$ cat src/rtl/uart_parity_tx.sv
// uart_parity_tx: byte-wide UART transmitter with parity and a small write FIFO.
//
// One clk cycle equals one UART bit period. Bytes are queued on flag_start,
// then sent as 1 start bit, 8 data bits (LSB first), 1 parity bit and
// STOP_BITS stop bits. Queued frames are sent back-to-back with no idle gap.
//
// Parameters:
//   PARITY_ODD  0 = even parity, 1 = odd parity
//   STOP_BITS   stop bits per frame (1 or 2)
//   DEPTH       FIFO entries (power of two, 2..16)
//
// Ports:
//   clk         bit clock, rising edge
//   rst_n       asynchronous active-low reset
//   data        byte to queue
//   flag_start  write strobe, one entry per cycle while high
//   inject_err  queued with data; inverts that frame's parity bit
//   out         registered serial line, idles high
//   busy        high while a frame is on the line
//   fifo_full   FIFO holds DEPTH entries
//   overflow    one-cycle pulse after a write was dropped because of full
module uart_parity_tx #(
    parameter int PARITY_ODD = 0,
    parameter int STOP_BITS  = 1,
    parameter int DEPTH      = 4
) (
    input  logic       clk,
    input  logic       rst_n,
    input  logic [7:0] data,
    input  logic       flag_start,
    input  logic       inject_err,
    output logic       out,
    output logic       busy,
    output logic       fifo_full,
    output logic       overflow
);

    localparam int   AW        = $clog2(DEPTH);
    localparam logic ODD_BIT   = (PARITY_ODD != 0);
    localparam logic STOP_LAST = (STOP_BITS == 2);

    typedef enum logic [2:0] {
        IDLE,
        START,
        DATA,
        PARITY,
        STOP
    } state_e;

    // ------------------------------------------------------------------
    // FIFO: entry = {inject_err, data}. Pointers carry one extra wrap bit
    // so full and empty are told apart without a counter.
    // ------------------------------------------------------------------
    logic [8:0]  mem_q [DEPTH];
    logic [AW:0] wr_ptr_q, rd_ptr_q;
    logic        empty, full, push, pop;
    logic [8:0]  head;

    assign empty = (wr_ptr_q == rd_ptr_q);
    assign full  = (wr_ptr_q[AW] != rd_ptr_q[AW]) &&
                   (wr_ptr_q[AW-1:0] == rd_ptr_q[AW-1:0]);
    // A write into a full FIFO is dropped even if a pop frees a slot on
    // the same edge; full is judged on the pre-edge state.
    assign push  = flag_start && !full;
    assign head  = mem_q[rd_ptr_q[AW-1:0]];

    always_ff @(posedge clk or negedge rst_n) begin
        if (!rst_n) begin
            wr_ptr_q <= '0;
            rd_ptr_q <= '0;
        end else begin
            if (push) wr_ptr_q <= wr_ptr_q + 1'b1;
            if (pop)  rd_ptr_q <= rd_ptr_q + 1'b1;
        end
    end

    always_ff @(posedge clk) begin
        if (push) mem_q[wr_ptr_q[AW-1:0]] <= {inject_err, data};
    end

    // ------------------------------------------------------------------
    // Transmit FSM. state_q names the bit currently driven on out_q.
    // ------------------------------------------------------------------
    state_e     state_q;
    logic       out_q, busy_q, overflow_q;
    logic [7:0] sh_q;       // frame byte, held for the whole frame
    logic       par_q;      // parity bit, fixed when the entry is popped
    logic [2:0] idx_q;      // data bit index, wraps 7->0 into PARITY
    logic [2:0] idx_nxt;
    logic       stop_cnt_q;
    logic       stop_last;

    assign idx_nxt   = idx_q + 3'd1;
    assign stop_last = (stop_cnt_q == STOP_LAST);
    // Pop from idle, or on the last stop bit so the next start bit follows
    // without a gap.
    assign pop = !empty && (state_q == IDLE || (state_q == STOP && stop_last));

    always_ff @(posedge clk or negedge rst_n) begin
        if (!rst_n) begin
            state_q    <= IDLE;
            out_q      <= 1'b1;
            busy_q     <= 1'b0;
            overflow_q <= 1'b0;
            sh_q       <= '0;
            par_q      <= 1'b0;
            idx_q      <= '0;
            stop_cnt_q <= 1'b0;
        end else begin
            overflow_q <= flag_start && full;
            if (pop) begin
                state_q <= START;
                out_q   <= 1'b0;
                busy_q  <= 1'b1;
                sh_q    <= head[7:0];
                par_q   <= (^head[7:0]) ^ ODD_BIT ^ head[8];
            end else begin
                case (state_q)
                    IDLE: begin
                        out_q  <= 1'b1;
                        busy_q <= 1'b0;
                    end
                    START: begin
                        state_q <= DATA;
                        out_q   <= sh_q[0];
                        idx_q   <= 3'd0;
                    end
                    DATA: begin
                        idx_q <= idx_nxt;
                        if (idx_q == 3'd7) begin
                            state_q <= PARITY;
                            out_q   <= par_q;
                        end else begin
                            out_q <= sh_q[idx_nxt];
                        end
                    end
                    PARITY: begin
                        state_q    <= STOP;
                        out_q      <= 1'b1;
                        stop_cnt_q <= 1'b0;
                    end
                    STOP: begin
                        out_q <= 1'b1;
                        if (stop_last) begin
                            // FIFO empty here, otherwise pop would have fired
                            state_q <= IDLE;
                            busy_q  <= 1'b0;
                        end else begin
                            stop_cnt_q <= 1'b1;
                        end
                    end
                    default: begin
                        state_q <= IDLE;
                        out_q   <= 1'b1;
                        busy_q  <= 1'b0;
                    end
                endcase
            end
        end
    end

    assign out       = out_q;
    assign busy      = busy_q;
    assign fifo_full = full;
    assign overflow  = overflow_q;

endmodule

$ cat config.mk
export PLATFORM = sky130hd
export DESIGN_NAME = uart_parity_tx
export DESIGN_NICKNAME = d
export VERILOG_FILES = /design/src/rtl/uart_parity_tx.sv
export SDC_FILE = /design/constraint.sdc
export NUM_CORES = 1
export LEC_CHECK = 0
export ABC_AREA = 1
export BUFFER_PORTS_ARGS = -buffer_cell sky130_fd_sc_hd__buf_2
export CORE_MARGIN = 2
export CORE_UTILIZATION = 54
export DETAILED_ROUTE_END_ITERATION = 10
export PLACE_DENSITY = 0.83
export SYNTH_ARGS = -nofsm -noshare
export SYNTH_HDL_FRONTEND = slang
export SYNTH_SLANG_ARGS = --single-unit
$ cat constraint.sdc
create_clock -name clk -period 1.8 [get_ports clk]
set_input_delay 0.36 -clock clk [delete_from_list [all_inputs] [get_ports clk]]
set_output_delay 0.36 -clock clk [all_outputs]
set_load 0.02 [all_outputs]
* Word-level counts from Yosys, hierarchy flattened
Memories as Yosys holds them, arrays and structs flattened.
Index checks and enable logic that the tools add are counted.
** Word-level totals
- Register bits :: 25
- Word-level logic and storage cells :: 64
- Memories kept :: 1
- RAM bits :: 36
- Input port bits :: 12
- Output and inout bits :: 4
** Operators by class
- Eq/ne operators :: 12
- Mux-type cells :: 17
- Bitwise operators :: 3
- Add/sub/neg operators :: 3
- Reduce and logical (&&, ||, !) cells :: 17
- Order comparisons :: 1
** Memory list
- mem_q :: depth 4, bits a word 9, rd ports 1, clocked after memory_dff 0, wr ports 1, line 54 : logic [8:0] mem_q [DEPTH];
** Operators by type and width (number)
- case mux 3 bit (5 select lines) :: 1
- adder 3 x 1 -> 3 bit (second input constant) :: 3
- two-way mux 3 bit :: 3
- two-way mux 1 bit :: 8
- parity 8 bit :: 1
- == test 3 x 2 -> 1 bit (second input constant) :: 2
- == test 3 bit (second input constant) :: 2
- inequality test 3 bit (second input constant) :: 2
- case mux 1 bit (2 select lines) :: 3
- case mux 3 bit (2 select lines) :: 1
- AND reduction 2 bit :: 3
- logical AND 1 bit :: 5
- less-than comparator 3 x 4 -> 1 bit (second input constant) :: 1
- nonzero test 2 bit :: 2
- binary-select mux 1 bit (select 3 bit) :: 1
- == test 3 x 1 -> 1 bit (second input constant) :: 1
- == test 3 bit :: 1
- logical NOT 3 bit :: 1
- AND reduction 3 bit :: 1
- OR reduction 3 bit :: 1
- == test 2 bit :: 1
- logical NOT 1 bit :: 2
- inequality test 2 x 1 -> 1 bit (second input constant) :: 1
- inequality test 2 bit (second input constant) :: 1
- other kinds (4) :: 5

* Depth between registers and ports, before layout
- Depth in word-level cells :: 6
- Mapped depth :: 15
- Gate-level depth less buffers :: 14

* Worst setup path before layout
Ideal clock, no wire load.
- Path type :: reg2reg
- Start :: register rd_ptr_q[0]
- End :: memory mem_q[0][0], enable pin
- Setup time :: 374 ps
- Cell stages (with the launch flop) :: 8
- Slack :: -27 ps
- Arrival time :: 1453 ps
- Data required time :: 1426 ps
- Buffers on the path :: 1
- Period minus slack after synthesis :: 1827 ps
- Cell sequence :: dfrtp_1 -> buf_4 -> xnor2_1 -> nand2_1 -> nor2_1 -> inv_2 -> nand2_4 -> nor2_1
** On the way
- Longest elaborated chain between the ends :: 6
** RTL lines
- start: declaration :: line 55 : logic [AW:0] wr_ptr_q, rd_ptr_q;
- start signal: assignment :: line 73 : if (pop) rd_ptr_q <= rd_ptr_q + 1'b1;
- == test 2 bit :: line 61 : (wr_ptr_q[AW-1:0] == rd_ptr_q[AW-1:0]);
- logical AND 1 bit :: line 60 : assign full = (wr_ptr_q[AW] != rd_ptr_q[AW]) &&
- named net fifo_full :: line 34 : output logic fifo_full,
- logical NOT 1 bit :: line 64 : assign push = flag_start && !full;
- logical AND 1 bit :: line 64
- two-way mux 1 bit :: line 78 : if (push) mem_q[wr_ptr_q[AW-1:0]] <= {inject_err, data};
- two-way mux 1 bit (implied by the code) :: line 78
- end: declaration :: line 54
The timed path passes the listed nets, and every way through them passes these cells.

* Final worst setup path
- Start :: register rd_ptr_q[0]
- End :: output fifo_full
** On the way
- Longest elaborated chain between the ends :: 2
** RTL lines (line)
- == test 2 bit :: 61
- logical AND 1 bit :: 60
- end: declaration :: 34
No other way between the ends.

==> out/metrics.yaml <==
synth:
  synth.most_common_cell: "nand2_1"
  synth-compound-area-share_pct: 4.98
  synth_warnings: 0
  synthSimpleGateAreaFrac_pct: 22.1
  synth_top_cell_by_area: "edfxtp_1"
  synthCells: 292
  synthTopCellsByCount: "nand2_1 (105), edfxtp_1 (36), inv_1 (30), nand3_1 (28), dfrtp_1 (24)"
  synth_mux_area_share_pct: 0
  yosys_most_used_dff: "edfxtp_1"
  syn_area_um2: 2790
  synth_xor_xnor_area_share_pct: 2.20
  synth_top_area_share_pct: 38.8
  synth_fa_ha_area_share_pct: 3.14
  yosys.cell_types.count: 22
  ys_ff_latch: 61
  synth-seq-area-share_pct: 61.2
  synth_top_family_by_area: "simple AND/OR/NAND/NOR gates"
  async_flop_share_pct: 41.0
  synth_area_per_cell_um2: 9.55
  syn-num-nets: 311
  synth_edf_count: 36
  yosys-top-cells-area: "edfxtp_1 (39%), dfrtp_1 (22%), nand2_1 (14%)"
place:
  place_inst: 374
  place.gp.congestion: 0.842
  numPortBuffers: 15
  place_hpwl_mm: 3.56
final_layout:
  multi_input_area_um2: 931
  nets: 334
  seq_area_um2: 1710
  synthToLayoutAreaGrowth_pct: 14.0
  final_cell_count_no_fill: 390
  antenna_cells: 0
  fillCellCount: 421
  final_layout_size_suffix_gt1_share_pct: 15.9
worst_setup_path:
  r2r-end: "mem_q[3][1]"
  crit_required_ns: 1.44
  critPathMaxStageDelay_ns: 0.41
  r2r.worst_path.cells: 6
  path_delay_family: "flip-flops"
  r2r-start: "rd_ptr_q[2]"
  critPathLaunchType: "register"
  rrSetupSlack_ns: 0.12
  critPathMaxFanout: 2
  crit_end: "fifo_full"
  critPathBufInv: 1
  path_depth: 4
  crit_chain: "xnor2_1 > nand2_1 > nor2_2 > buf_2"
  cp.arrival_ns: 1.39
  critPathSlowestCell: "dfrtp_1"
  crit_type: "reg2out"
  end_kind: "output port"
  crit_path_start: "rd_ptr_q[0]"
clock_network:
  clkLatencyLatePin_ns: 0.33
  path_clk_slew_ns: 0.07
  cts_buffers: 9
  cts_tree: "built"
  htree_levels: 3
  clock_sinks: 61
  clk_path_buf_depth: 2
  cts_setup_buffers: 0
  cts-root-buf: "clkbuf_8"
timing:
  period_minus_slack_ns: 1.75
  min_period_over_period_pct: 97.2
  rsz0062_at_grt: "true"
  finalHoldViolations: 0
  setup_viol: 0
  slew_headroom_pct: 62.4
  worstMarginPinSlew_ns: 0.564
  finalClockSkew_ns: 0.00592
  drv_slew: 0
  max_freq_mhz: 571
detailed_routing:
  post-route-drc-count: 0
  wl_per_cell_um: 12.8
  drt-initial-drc-count: 96
  ant_nets: 0
  num_vias: 1907
  vias_per_cell: 4.89
  firstDrtPassIters: 4
  routed_wl_mm: 4.98
global_route:
  grt_pass1_wl_mm: 8.11
  antenna_found_initial: 0
  grt_usage_pct: 20.0
  gr-total-overflow: 0
  grt_max_degree: 26
  grt_pass1_vias: 1752
floorplan:
  core_region_area_um2: 5040
  pin_count: 16
  dieArea_um2: 5760
  initial_core_util_pct: 55.3
  die_h_um: 75.9
  die_w_um: 75.9
  num_rows: 26
power:
  leakagePower_nw: 1.45
  ir_drop_uv: 1080
  power-per-cell-area_nw_per_um2: 1920
  power.total_mw: 6.12
outcome:
  status: "completed"
min_path:
  min_path_type: "in2async"
flow_run:
  cap_violations: 0
## worst register-to-register path, stage by stage (launching register included)
cell and delay, ns:
dfrtp_1 0.40, xnor2_1 0.26, nor2_2 0.09, inv_2 0.08, nand2_4 0.07, buf_4 0.16, nor2_4 0.28
## layout make-up
cell class / count / share of cell area [%]
clock inverters: 7 / 2.40
clock buffers: 9 / 3.90
inverters: 33 / 4.13
repair buffers: 20 / 3.78
flip-flops and latches: 61 / 53.7
well taps: 70 / 2.76
multi-input cells: 190 / 29.3
## how the worst min path moves through the flow
| stage | start | cells past startpoint | end | slack, ns |
|---|---|---|---|---|
| after global placement | rst_n | 1 | state_q[2] | 0.37 |
| after detailed placement | rst_n | 1 | state_q[2] | 0.38 |
| after CTS | rst_n | 1 | state_q[2] | 0.009 |
| final | rst_n | 1 | state_q[2] | 0.01 |
| after global routing | rst_n | 1 | state_q[2] | 0.04 |
| after floorplan | rst_n | 0 | busy | 0.06 |
## flip-flops by register name (all words and copies together) (netlist names)
| name | cells |
|---|---|
| out | 1 |
| sh_q | 8 |
| idx_q | 3 |
| wr_ptr_q | 3 |
| mem_q | 36 |
| rd_ptr_q | 3 |
| par_q | 1 |
| state_q | 3 |
| stop_cnt_q | 1 |
| overflow | 1 |
| busy | 1 |
## cells in the final DEF, fill, tap and decap left out, drive strengths merged
cell type / Yosys / final
inv: 33 / 33
edfxtp: 36 / 36
clkinvlp: 0 / 2
clkbuf: 0 / 9
o211ai: 1 / 1
buf: 8 / 20
ha: 7 / 7
nand4: 1 / 1
dfrtp: 24 / 24
clkinv: 0 / 4
xnor2: 4 / 4
o21ai: 18 / 18
dfstp: 1 / 1
o221ai: 1 / 1
a21oi: 4 / 4
bufinv: 0 / 1
o22ai: 2 / 2
nand3: 28 / 28
nor2: 15 / 15
nand2: 106 / 106
xor2: 3 / 3
## per-stage QoR
| stage | cell area (µm²) | hold slack [ns] | utilization, % | TNS [ns] | worst slack [ns] |
|---|---|---|---|---|---|
| 3_3_place_gp | 2940 | 0.368 | 58.2 | 0 | 0.101 |
| 6_report | 3180 | 0.0133 | 63.0 | 0 | 0.0502 |
| 5_1_grt | 3180 | 0.0354 | 63.0 | -0.0632 | -0.0473 |
| 4_1_cts | 3140 | 0.00910 | 62.2 | 0 | 0.0169 |
| 3_5_place_dp | 2940 | 0.377 | 58.2 | 0 | 0.0304 |
| 2_1_floorplan | 2790 | 0.0644 | - | -0.732 | -0.0271 |
## what timing repair did
item / 4_1_cts / 5_1_grt
hold buffers: 0 / 0
gates resized for setup: 1 / 14
endpoints found under the hold margin: 0 / 0
pin swaps: 0 / 1
setup endpoints to repair: 9 / 20
gates cloned: 0 / 0
## logic make-up (layout without fill, tap and decap cells)
logic type                 after synthesis  count (layout)
and+or+nand+nor                        150             150
DFF                                     61              61
buffers and inverters                   41              69
AOI/OAI and AO/OA                       26              26
adders and majority gates                7               7
xor gates and xnor gates                 7               7
## where the power goes
part | internal, mW | switching, mW
registers | 1.98 | 0.248
logic | 0.949 | 1.76
clock network | 0.642 | 0.536
## routing by layer
metal | track usage (%) | share of wire, %
met4 | 11.3 | 0.62
met2 | 31.4 | 50
met5 | 0 | 0
met3 | 5.69 | 4.6
met1 | 24.8 | 45
(Power assumes the default switching activity.)
